[src/rtl/optic_flow_pkg.sv]
// Shared constants for the optic-flow colour custom instruction:
// RGB565 channel MSB positions and code/pixel widths.
package optic_flow_pkg;

  localparam int CODE_W  = 4;
  localparam int PIXEL_W = 16;

  localparam logic [PIXEL_W-1:0] RED_MSB   = 16'h8000;
  localparam logic [PIXEL_W-1:0] GREEN_MSB = 16'h0400;
  localparam logic [PIXEL_W-1:0] BLUE_MSB  = 16'h0010;

endpackage

[src/rtl/flow_code_to_rgb565.sv]
// Maps one 4-bit optic-flow code to a mid-intensity RGB565 pixel.
// Each asserted channel lights only the MSB of its field.
module flow_code_to_rgb565
  import optic_flow_pkg::*;
(
  input  logic [CODE_W-1:0]  code_i,
  output logic [PIXEL_W-1:0] pixel_o
);

  logic red_s;
  logic green_s;
  logic blue_s;

  // Channel decode and pixel assembly
  always_comb begin
    red_s   = code_i[1] | code_i[2];
    green_s = code_i[0] | code_i[2];
    blue_s  = code_i[2] | code_i[3];
    pixel_o = (red_s   ? RED_MSB   : 16'h0000) |
              (green_s ? GREEN_MSB : 16'h0000) |
              (blue_s  ? BLUE_MSB  : 16'h0000);
  end

endmodule

[src/rtl/optic_flow_color_ci.sv]
// Zero-latency CI: selects one byte of valueA by valueB[1:0] and expands its
// two flow codes into a pair of RGB565 pixels {hi, lo}.
module optic_flow_color_ci
  import optic_flow_pkg::*;
#(
  parameter logic [7:0] customInstructionId = 8'd0
) (
  input  logic        clock,
  input  logic        reset,
  input  logic        start,
  input  logic [7:0]  ciN,
  input  logic [31:0] valueA,
  input  logic [31:0] valueB,
  output logic        done,
  output logic [31:0] result
);

  logic                en_s;
  logic [7:0]          sel_s;
  logic [PIXEL_W-1:0]  pixel_hi_s;
  logic [PIXEL_W-1:0]  pixel_lo_s;

  // The clock exists only for bus uniformity and the upper index bits are ignored.
  logic unused_s;
  assign unused_s = ^{clock, valueB[31:2]};

  // Instruction decode and byte select
  always_comb begin
    en_s = start & (ciN == customInstructionId) & ~reset;
    case (valueB[1:0])
      2'd0:    sel_s = valueA[7:0];
      2'd1:    sel_s = valueA[15:8];
      2'd2:    sel_s = valueA[23:16];
      2'd3:    sel_s = valueA[31:24];
      default: sel_s = 8'h00;
    endcase
  end

  flow_code_to_rgb565 u_hi (
    .code_i  (sel_s[7:4]),
    .pixel_o (pixel_hi_s)
  );

  flow_code_to_rgb565 u_lo (
    .code_i  (sel_s[3:0]),
    .pixel_o (pixel_lo_s)
  );

  // Output gating; reset acts combinationally so outputs drop without a clock edge
  always_comb begin
    done   = en_s;
    result = en_s ? {pixel_hi_s, pixel_lo_s} : 32'h0000_0000;
  end

endmodule

[config.mk]
export PLATFORM = sky130hd
export DESIGN_NAME = optic_flow_color_ci
export DESIGN_NICKNAME = d
export VERILOG_FILES = /design/src/rtl/optic_flow_pkg.sv /design/src/rtl/flow_code_to_rgb565.sv /design/src/rtl/optic_flow_color_ci.sv
export SDC_FILE = /design/constraint.sdc
export NUM_CORES = 1
export LEC_CHECK = 0
export CORE_AREA = 4 4 41 43
export DETAILED_ROUTE_END_ITERATION = 7
export DIE_AREA = 0 0 45 47
export DONT_BUFFER_PORTS = 1
export PLACE_DENSITY = 0.59
export SYNTH_ARGS = -nofsm -noshare
export SYNTH_HDL_FRONTEND = slang
export SYNTH_SLANG_ARGS = --single-unit
[constraint.sdc]
create_clock -name vclk -period 2.26
set_input_delay 0.452 -clock vclk [all_inputs]
set_output_delay 0.452 -clock vclk [all_outputs]
set_load 0.005 [all_outputs]
==> summary.md <==
| Metric | Value |
|---|---|
| Overall die area | roughly 2100 µm² |
| Final hold vios | 0 |
| Max-cap viol count | 0 |
| Core area | 1300 µm² |
| Synth warnings | 0 |
| Initial core utilization | 40.7% |
| Net count reported at finish | 122 |
| Overall global routing resource usage | ~8.3% |
| Nature of the critical path startpoint | primary input |
| Number of buffers inserted by hold repair at cts | 0 |
| Fin crit period | 1.80 ns |
| Crit path required time | between 1.5 and 2 ns |
| Number of instances in the synthesized netlist | 47 |
| Cell family with the largest share of critical-path delay | simple AND/OR/NAND/NOR gates |
| Transition time of the tightest slew-check pin | 0.625 ns |
| Total of clock buffers placed in the layout | 0 |
| Height of the die | around 47 µm |
| Max-slew headroom | approximately 58% |
| Largest fanout on the critical path | 7 |
| Pwr dens | 103 nW/µm² |
| Post-CTS Resized | 0 |
| Hold crit path type | primary input to primary output |
| Number of placed I/O pins | 108 |
| Endpoint of the worst hold path | result[26] |
| Area Overhead vs Synth | -18.4% |
| Post-route core utilization | 33.2% |
| Fin. max-slew vios | 0 |
| Critical path, cell by cell | nor4_2 > o2111a_1 |
| Num rows | 13 |
| Wire length of the first global-routing pass | 1360 µm |
| Via count | 332 |
| Total inserted antenna cells | 0 |
| Storage cell area | 0 µm² |
| Sort of element at the end of the critical path | primary output |
| DRC violations left | 0 |
| Post-route fraction of the period consumed by the critical path | 79.7% |
| Top library cells by usage in the layout, fill and taps aside | conb_1, mux4_1, o2111a_1 |
| Vias in the first global route | about 330 |
| Port Buf Inserts | 0 |
| Pre-antenna DRT Iters | 1 |
| Initial antenna violation count | 0 |
| Number of DRC markers after the initial detailed-route iteration | 0 |
| Arr. time, crit path | 1.35 ns |
| Cell with the largest stage delay on the worst path | nor4_2 |
| Portion of total power attributed to sequential cells | 0% |
| Achievable frequency | 0.555 GHz |
| Sum of buffers and inverters on the critical path | 0 |
| Via density per instance | between 5 and 6 |
| Pin count of the biggest net entering global routing | 9 |
| Mean instance size in the synthesized netlist | 11.3 µm² |
| Total wire length after detailed routing | around 1100 µm |
| GP Congestion | 0.613 |
| Min-Delay Startpoint | ciN[0] |
| Total global routing overflow | 0 |
| Multi-input combinational cell area | 405 µm² |
| Sequential-to-total area share from yosys stat | 0% |
| Pint | roughly 24 µW |
| Number of nets still failing antenna checks after routing | 0 |
| Fraction of final layout cells with drive strength greater than 1 | between 10% and 20% |
| Worst Hold Path Cells | 2 |
| Leakage power total | 0.000203 µW |
| Switching power share of the total | 47.1% |
| Clk network pwr share | 0% |
| Max stage delay on crit path | between 0.5 and 0.6 ns |
| Sum of negative setup slack | 0 ns |
| Netlist area before placement | approximately 530 µm² |
| Number of sequential cells | 0 |
| Final Total Pwr | 44.6 µW |
| Die Width | 45 µm |
| DPL Wire Length | ~1100 µm |
| Result of the run | completed |
| Unrepaired setup endpoints after global routing | false |
| Switching component of the power | 21.0 µW |
| Share of power burned in combinational logic | 100.0% |
| Library cells used by synthesis | 9 |
| Worst VDD drop | 0.0360 mV |
| # Post-CTS Setup Buffers | 0 |
| Filler instances | 141 |
| Crit path kind | primary input to primary output |
| Commonest non-fill, non-tap cell in the layout | conb_1 |
| Wirelength per Cell | 18.4 µm |
| Final setup violation count | 0 |
==> how the worst max path moves through the flow <==
stage / from / end / slack [ns] / depth (start not counted)
detailed placement: ciN[3] / result[31] / 0.43 / 2
floorplan: valueB[0] / result[10] / 0.47 / 3
finish: ciN[3] / result[15] / 0.46 / 2
global placement: ciN[3] / result[31] / 0.47 / 2
CTS: ciN[3] / result[31] / 0.43 / 2
global route: ciN[3] / result[10] / 0.40 / 2
==> cell type report <==
| class | count | area share, % |
|---|---|---|
| multi-input cells | 44 | 93.9 |
| repair buffers | 1 | 1.74 |
| well taps | 15 | 4.35 |
==> stage by stage <==
| step | cells | cell area [µm²] | hold WS [ns] | setup slack [ns] |
|---|---|---|---|---|
| after floorplan | 72 | 623 | 1.06 | 0.467 |
| after global placement | 60 | 432 | 1.11 | 0.474 |
| after CTS | 60 | 432 | 1.11 | 0.429 |
| after detailed placement | 60 | 432 | 1.11 | 0.432 |
| after global routing | 60 | 432 | 1.12 | 0.399 |
| final | 60 | 432 | 1.11 | 0.458 |
==> cells by family (layout without fill, tap and decap cells) <==
kind of cell / after synthesis / count (layout) / synth area share [%]
muxes: 8 / 8 / 38.3
buffers and inverters: 28 / 1 / 41.1
other: 1 / 26 / 0.709
AOI/OAI and AO/OA: 6 / 6 / 12.8
and+or+nand+nor: 4 / 4 / 7.09
==> power groups by stage <==
| stage | registers [µW] | clock network, µW | logic, µW |
|---|---|---|---|
| after floorplan | 0 | 0 | 78.9 |
| after global placement | 0 | 0 | 43.2 |
| after detailed placement | 0 | 0 | 43.1 |
| after CTS | 0 | 0 | 43.8 |
| after global routing | 0 | 0 | 50.1 |
| final | 0 | 0 | 44.6 |
==> cells in the mapped netlist <==
| library cell | count | share of area, % |
|---|---|---|
| mux4_1 | 6 | 30 |
| nor2b_1 | 1 | 1.2 |
| conb_1 | 1 | 0.71 |
| and3_1 | 1 | 1.2 |
| o2111a_1 | 6 | 13 |
| nor4_2 | 2 | 4.7 |
| buf_6 | 2 | 4.3 |
| mux4_2 | 2 | 8.5 |
| buf_4 | 26 | 37 |
==> per-layer routing <==
metal  up-vias  GRT usage (%)  share of wire, %
met3         0           1.53                21
met4         0              0                 0
met5         -              0                 0
met2        50           17.2                51
li1        135              -                 -
met1       147           9.11                28
(Power assumes the default switching activity.)
